$ cat config.mk
export PLATFORM = sky130hd
export DESIGN_NAME = stream_fork2
export DESIGN_NICKNAME = d
export VERILOG_FILES = /design/src/rtl/stream_fork2.sv
export SDC_FILE = /design/constraint.sdc
export NUM_CORES = 1
export LEC_CHECK = 0
export CORE_MARGIN = 8
export CORE_UTILIZATION = 50
export DETAILED_ROUTE_END_ITERATION = 10
export PLACE_DENSITY = 0.77
export SETUP_SLACK_MARGIN = 0.2
export SKIP_LAST_GASP = 1
export SLEW_MARGIN = 20
export SYNTH_ARGS = -nofsm -noshare
export SYNTH_HDL_FRONTEND = slang
export SYNTH_HIERARCHICAL = 1
export SYNTH_SLANG_ARGS = --single-unit
$ cat constraint.sdc
create_clock -name clk -period 2.3 [get_ports clk]
set_input_delay 0.345 -clock clk [delete_from_list [all_inputs] [get_ports clk]]
set_output_delay 0.345 -clock clk [all_outputs]
set_load 0.02 [all_outputs]
$ cat src/rtl/stream_fork2.sv
// ============================================================================
// stream_fork2 : 1-to-2 stream fork, each branch buffered by a 2-entry FIFO
// Revision     : 1.0
// ============================================================================
`default_nettype none

module stream_fork2_branch #(
    parameter int N = 18
) (
    input  logic         clk,
    input  logic         rstn,
    input  logic         push,
    input  logic [N-1:0] push_data,
    input  logic         out_ready,
    output logic         out_valid,
    output logic [N-1:0] out_data,
    output logic         room_next
);
    logic [1:0]   cnt_q, cnt_d;
    logic         wr_ptr_q, wr_ptr_d;
    logic         rd_ptr_q, rd_ptr_d;
    logic [N-1:0] mem_q [2];
    logic [N-1:0] mem_d [2];
    logic         pop;

    assign out_valid = (cnt_q != 2'd0);
    assign out_data  = mem_q[rd_ptr_q];
    assign pop       = out_valid & out_ready;

    always_comb begin
        cnt_d    = cnt_q;
        wr_ptr_d = wr_ptr_q ^ push;
        rd_ptr_d = rd_ptr_q ^ pop;
        mem_d    = mem_q;
        if (push) begin
            mem_d[wr_ptr_q] = push_data;
        end
        unique case ({push, pop})
            2'b10:   cnt_d = cnt_q + 2'd1;
            2'b01:   cnt_d = cnt_q - 2'd1;
            default: cnt_d = cnt_q;
        endcase
    end

    // Lets the top register in_ready from next-state occupancy.
    assign room_next = (cnt_d != 2'd2);

    always_ff @(posedge clk or negedge rstn) begin
        if (!rstn) begin
            cnt_q    <= 2'd0;
            wr_ptr_q <= 1'b0;
            rd_ptr_q <= 1'b0;
            mem_q[0] <= '0;
            mem_q[1] <= '0;
        end else begin
            cnt_q    <= cnt_d;
            wr_ptr_q <= wr_ptr_d;
            rd_ptr_q <= rd_ptr_d;
            mem_q    <= mem_d;
        end
    end
endmodule

module stream_fork2 #(
    parameter int N = 18
) (
    input  logic         clk,
    input  logic         rstn,
    input  logic [N-1:0] in_data,
    input  logic         in_valid,
    output logic         in_ready,
    output logic [N-1:0] out0_data,
    output logic         out0_valid,
    input  logic         out0_ready,
    output logic [N-1:0] out1_data,
    output logic         out1_valid,
    input  logic         out1_ready
);
    logic in_ready_q, in_ready_d;
    logic accept;
    logic room0_next, room1_next;

    assign accept   = in_valid & in_ready_q;
    assign in_ready = in_ready_q;

    stream_fork2_branch #(.N(N)) u_branch0 (
        .clk       (clk),
        .rstn      (rstn),
        .push      (accept),
        .push_data (in_data),
        .out_ready (out0_ready),
        .out_valid (out0_valid),
        .out_data  (out0_data),
        .room_next (room0_next)
    );

    stream_fork2_branch #(.N(N)) u_branch1 (
        .clk       (clk),
        .rstn      (rstn),
        .push      (accept),
        .push_data (in_data),
        .out_ready (out1_ready),
        .out_valid (out1_valid),
        .out_data  (out1_data),
        .room_next (room1_next)
    );

    // Registered so that downstream readys never reach in_ready combinationally.
    always_comb begin
        in_ready_d = room0_next & room1_next;
    end

    always_ff @(posedge clk or negedge rstn) begin
        if (!rstn) begin
            in_ready_q <= 1'b0;
        end else begin
            in_ready_q <= in_ready_d;
        end
    end
endmodule

`default_nettype wire

==> impl_metrics.py, run 1 <==
metrics = {
    "power": {
        "p_leak_uw": 0.00198,
        "vdd_ir_drop_max_mv": 0.881,
        "power_density_mw_per_mm2": 1610,
        "total_power_uw": 7360,
    },
    "routing": {
        "routed_wl_mm": 7.05,
        "vias_per_cell": 5.03,
        "wl_per_cell_um": 17.2,
        "drt-met1-wl_mm": 3.24,
        "top_layer": "met4",
        "drt_first_pass_iters": 4,
        "vias": 2067,
        "routed-wl-met2_mm": 3.48,
        "drc_errors": 0,
        "dr.first_iter.drc_count": 44,
        "ant_nets": 0,
        "met3_wirelength_um": 225,
    },
    "placed_design": {
        "portBuffers": 61,
        "gp_congestion": 0.734,
        "dp_hpwl_mm": 4.99,
    },
    "worst_setup_path": {
        "critPathRequiredTime_ns": 1.96,
        "crit_path_start_kind": "flip-flop",
        "crit_type": "flip-flop to output port",
        "r2r_cells": 7,
        "rr_endpoint": "in_ready",
        "end_kind": "output port",
        "arrival_ns": 1.69,
        "ff2ff_setup_slack_ns": 0.56,
        "critical_path.max_fanout": 5,
        "crit_path_start": "u_branch0/rd_ptr_q",
        "r2r-start": "u_branch1/cnt_q[0]",
        "endpoint": "out0_data[16]",
    },
    "sta": {
        "max_slew.worst_pin.slew_ns": 0.637,
        "maxSlewHeadroom_pct": 57.6,
        "fin_worst_skew_ns": 0.00541,
        "hold_violations": 0,
        "fmax_ghz": 0.491,
        "rsz0062_at_grt": "no",
        "min_period_ns": 2.04,
        "tns_ns": 0,
        "maxSlewViolCount": 0,
        "period_share_pct": 88.5,
        "setup_viol": 0,
        "finalHoldWorstSlack_ns": 0.0149,
    },
    "final_layout": {
        "diodes": 0,
        "fillers": 557,
        "nets": 337,
        "area_growth_pct": 24.9,
        "drive_gt1_share_pct": 44.2,
    },
    "die": {
        "die_area_mm2": 0.0103,
        "die_h_um": 101,
        "core.rowCount": 31,
        "io_pins": 62,
        "core_mm2": 0.00718,
        "initial_core_util_pct": 50.9,
        "die_w_um": 101,
    },
    "grt": {
        "grt-ovfl-total": 0,
        "grt_pass1_wl_mm": 11.7,
        "grt_pass1_vias": 2288,
        "antenna_found_initial": 0,
        "grt_use_total_pct": 15.0,
        "grt_max_degree": 52,
    },
    "synthesis": {
        "synth_seq_cells": 81,
        "synth.distinct_cells": 16,
        "synth_edf_count": 0,
        "synth_top_area_share_pct": 55.5,
        "synth_area_mm2": 0.00365,
        "synthTopCellsByCount": "108 x mux2_2, 81 x dfrtp_1, 12 x buf_6",
        "yosys-top-cells-area": "dfrtp_1 55%, mux2_2 33%, buf_6 3.7%",
        "synth-seq-area-share_pct": 55.5,
        "ys.flop_type": "dfrtp_1",
        "yosysMostFrequentCell": "mux2_2",
        "async_reset_ff_share_pct": 100,
        "synth_fp_nets": 268,
        "synth_top_area_cell": "dfrtp_1",
        "syn_inst": 239,
        "synth_warnings": 6,
        "avgSynthCellArea_um2": 15.3,
    },
    "clock_network": {
        "clock_sinks": 81,
        "clockRootBuffer": "clkbuf_8",
        "clkLatencyLatePin_ns": 0.34,
        "htreeDepth": 3,
        "cts_tree": "done",
        "clkTransAtPathRegs_ns": 0.08,
        "postCtsSetupBuffers": 0,
        "cts_made_buffers": 9,
        "clockBufferDepth": 2,
        "hold_buffers": 0,
    },
    "worst_hold_path": {
        "hp-class": "primary input to async pin",
    },
    "job": {
        "drv_cap": 0,
    },
    "run_status": {
        "status": "finished clean",
    },
}
## repair_timing
| item | in CTS | in global routing |
|---|---|---|
| hold endpoints to repair | 0 | 0 |
| setup endpoints to repair | 36 | 0 |
| gates resized for setup | 35 | 0 |
## logic make-up (layout without fill, tap and decap cells)
logic type                 after synthesis  after routing  synth area share [%]
muxes                                  108            108                  33.3
DFF                                     81             81                  55.5
buffers and inverters                   19             92                  4.42
and+or+nand+nor                         13             13                  2.12
xor gates and xnor gates                 9              9                  2.16
adders and majority gates                6              6                  2.05
AOI/OAI and AO/OA                        3              3                 0.513
## layout make-up
| class | count | area [µm²] | share of cell area [%] |
|---|---|---|---|
| Inverter | 7 | 26.3 | 0.576 |
| Clock buffer | 10 | 138 | 3.02 |
| Sequential cell | 81 | 2030 | 44.4 |
| Timing Repair Buffer | 70 | 701 | 15.4 |
| Tap cell | 99 | 124 | 2.71 |
| Clock inverter | 5 | 80.1 | 1.75 |
| Multi-Input combinational cell | 139 | 1470 | 32.1 |
## worst min path at each step
stage	startpoint	end	depth (start not counted)
final	rstn	u_branch0/mem_q[20]	1
after global placement	rstn	u_branch0/mem_q[20]	1
after CTS	rstn	u_branch1/mem_q[30]	1
after global routing	rstn	u_branch0/mem_q[20]	1
after detailed placement	rstn	u_branch0/mem_q[20]	1
after floorplan	rstn	in_ready	0
## critical path, cell delays in order (launching register included)
cell and delay [ns]:
dfrtp_2 0.46, mux2_2 0.35, clkdlybuf4s50_1 0.54
## report_power, final
part	switching, µW	internal, µW	total [µW]
sequential	398	2170	2570
clock	483	633	1120
combinational	1700	1970	3670
total	2580	4770	7360
## routing by layer
layer	GRT usage, %	up-vias
met5	0	-
li1	-	965
met1	18.7	1047
met4	6.87	0
met2	24.3	47
met3	3.16	8
## metrics by stage
step	setup WS (ns)	std cells	cell area (µm²)	utilization [%]
2_1_floorplan	0.618	239	3650	-
3_3_place_gp	0.255	396	4380	61.1
6_report	0.265	411	4560	63.6
3_5_place_dp	0.212	396	4380	61.1
4_1_cts	0.235	411	4560	63.6
5_1_grt	0.200	411	4560	63.6
## layout by cell type, fill, tap and decap left out, drive strengths merged
| cell | n |
|---|---|
| a21oi | 1 |
| a32oi | 1 |
| and2 | 4 |
| buf | 10 |
| bufinv | 2 |
| clkbuf | 10 |
| clkdlybuf4s50 | 27 |
| clkinv | 1 |
| clkinvlp | 2 |
| dfrtp | 81 |
| dlygate4sd2 | 33 |
| ha | 6 |
| inv | 7 |
| mux2 | 108 |
| nand2 | 2 |
| nand3b | 1 |
| nor2 | 4 |
| o21ai | 1 |
| or2 | 2 |
| xnor2 | 4 |
| xor2 | 5 |
## sequential cells by signal (all words and copies together) (netlist names)
name and cells:
in_ready 1, u_branch0/mem_q 36, u_branch1/wr_ptr_q 1, u_branch1/rd_ptr_q 1, u_branch0/wr_ptr_q 1, u_branch1/mem_q 36, u_branch0/rd_ptr_q 1, u_branch1/cnt_q 2
u_branch0/cnt_q 2
Power figures use the tool's default switching activity.
==> run 2, diff against run 1 <==
--- a/config.mk
+++ b/config.mk
@@ -8,7 +8,7 @@
 export CORE_MARGIN = 8
 export CORE_UTILIZATION = 50
 export DETAILED_ROUTE_END_ITERATION = 10
-export PLACE_DENSITY = 0.77
+export PLACE_DENSITY = 0.76
 export SETUP_SLACK_MARGIN = 0.2
 export SKIP_LAST_GASP = 1
 export SLEW_MARGIN = 20
==> run 2 against run 1 <==
Net effect:
- hold slack improved by 0.49 ns
- combinational power fell by 1%
- total power fell by 2.5%
- sequential power fell by 2%
- flip-flop and latch count did not move
- critical path depth rose by 1
- wire length fell by 1.6%
- core utilization fell by 0.21 points
- non-clock buffer count rose by 5
- setup slack improved by 0.064 ns
- register-to-register slack barely moved
- via count fell by 0.34%
- critical path type unchanged
==> impl_metrics.py, run 2 (same netlist as run 1, synthesis figures left out) <==
metrics = {
    "worst_setup_path": {
        "crit_chain": "buf_4 -> mux2_2 -> dlygate4sd2_1",
        "crit_path_start_kind": "flip-flop",
        "crit_type": "flip-flop to output port",
        "critPathRequiredTime_ns": 1.96,
        "critical_path.max_fanout": 13,
        "arrival_ns": 1.63,
        "end_kind": "output port",
        "cp_slowest_cell": "mux2_2",
        "cpPeakStageDelay_ns": 0.38,
    },
    "grt": {
        "grt_pass1_wl_mm": 11.7,
        "met2_usage_pct": 24.6,
        "use_met3_pct": 4.54,
        "grt.busiest_layer": "met2",
        "grt_use_total_pct": 15.0,
        "grt_max_degree": 44,
        "grt_pass1_vias": 2340,
        "grt-ovfl-total": 0,
        "grt_use_met1_pct": 17.9,
        "antenna_found_initial": 0,
    },
    "routing": {
        "dr.first_iter.drc_count": 44,
        "routed_wl_mm": 6.94,
        "vias": 2060,
        "ant_nets": 0,
        "wl_per_cell_um": 16.6,
        "drt_first_pass_iters": 3,
        "vias_per_cell": 4.94,
        "drc_errors": 0,
    },
    "clock_network": {
        "clockBufferDepth": 2,
        "clockRootBuffer": "clkbuf_8",
        "clock_sinks": 81,
        "clkLatencyLatePin_ns": 0.35,
        "cts_made_buffers": 9,
        "cts_tree": "done",
        "htreeDepth": 3,
        "clkTransAtPathRegs_ns": 0.07,
    },
    "power": {
        "vdd_ir_drop_max_mv": 0.838,
        "p_seq_share_pct": 35.3,
        "internal_power_uw": 4590,
        "p_clk_share_pct": 14.1,
        "pwr-share-comb_pct": 50.6,
        "switching_share_pct": 35.9,
        "power_density_mw_per_mm2": 1580,
        "power_switching_uw": 2580,
        "p_leak_uw": 0.00200,
    },
    "sta": {
        "setup_viol": 0,
        "hold_violations": 0,
        "rsz0062_at_grt": "no",
        "tns_ns": 0,
        "period_share_pct": 85.7,
        "fin_worst_skew_ns": 0.00985,
        "finalHoldWorstSlack_ns": 0.503,
        "max_slew.worst_pin.slew_ns": 0.517,
        "maxSlewHeadroom_pct": 65.6,
        "maxSlewViolCount": 0,
        "fmax_ghz": 0.507,
        "min_period_ns": 1.97,
    },
    "final_layout": {
        "mostFrequentLayoutCells": "108 x mux2_2, 81 x dfrtp_1, 36 x dlygate4sd2_1",
        "diodes": 0,
        "layout_commonest_cell": "mux2_2",
        "area_growth_pct": 24.4,
        "drive_gt1_share_pct": 44.3,
        "fillers": 564,
        "nets": 342,
        "largest_registers": "u_branch0/mem_q x36, u_branch1/mem_q x36",
    },
    "run_status": {
        "status": "finished clean",
    },
    "die": {
        "io_pins": 62,
        "die_area_mm2": 0.0103,
        "core.rowCount": 31,
        "initial_core_util_pct": 50.9,
        "die_w_um": 101,
        "core_mm2": 0.00718,
        "die_h_um": 101,
    },
    "placed_design": {
        "gp_congestion": 0.723,
        "dp_hpwl_mm": 4.91,
        "portBuffers": 61,
    },
    "worst_hold_path": {
        "hp-class": "flip-flop to flip-flop",
    },
    "job": {
        "drv_cap": 0,
    },
}
run 2: path summary, 6_finish.rpt:
path	depth (start not counted)	slack [ns]	startpoint	to
max in group asynchronous	3	1.19	rstn	u_branch0/mem_q[12]
worst max-delay path	3	0.33	u_branch1/rd_ptr_q	out1_data[1]
min in group asynchronous	2	0.51	rstn	u_branch0/cnt_q[1]
worst min register to register	1	0.50	u_branch1/mem_q[23]	u_branch1/mem_q[23]
worst min-delay path	1	0.50	u_branch1/mem_q[23]	u_branch1/mem_q[23]
worst max register to register	7	0.55	u_branch1/cnt_q[0]	in_ready
run 2: area by class of cell:
class | instances | area (µm²) | share of cell area [%]
well taps | 99 | 124 | 2.72
clock buffers | 10 | 128 | 2.81
repair buffers | 75 | 708 | 15.6
clock inverters | 6 | 68.8 | 1.51
flip-flops and latches | 81 | 2030 | 44.6
inverters | 7 | 26.3 | 0.578
multi-input cells | 139 | 1470 | 32.2
run 2: power groups by stage:
stage	sequential (µW)	combinational, µW	clock [µW]
floorplan	2460	2670	0
global placement	2520	3990	0
detailed placement	2570	4050	0
CTS	2540	3700	1050
global route	2640	3920	1100
finish	2530	3630	1010
run 2: through the flow:
stage	total power, µW	cell area [µm²]	setup WS, ns	util, %	cells
after floorplan	5130	3650	0.618	-	239
after global placement	6510	4390	0.314	61.1	400
after detailed placement	6610	4390	0.261	61.1	400
after CTS	7290	4550	0.285	63.4	417
after global routing	7660	4550	0.236	63.4	417
final	7170	4550	0.329	63.4	417
run 2: timing repair:
action	in CTS	in global routing
hold endpoints to repair	38	0
setup endpoints to repair	36	0
hold buffers	1	0
gates resized for setup	36	0
setup buffers	0	0
run 2: critical path: cells and delay by family (launching register included):
| family | cells | cell delay, ns |
|---|---|---|
| flip-flops | 1 | 0.35 |
| buffers and inverters | 2 | 0.56 |
| multiplexers | 1 | 0.38 |
run 2: layer usage:
layer | vias to the layer above | share of wire, %
met5 | - | 0
met4 | 0 | 1.5
met3 | 6 | 4.0
met2 | 37 | 50
met1 | 1042 | 45
li1 | 975 | -
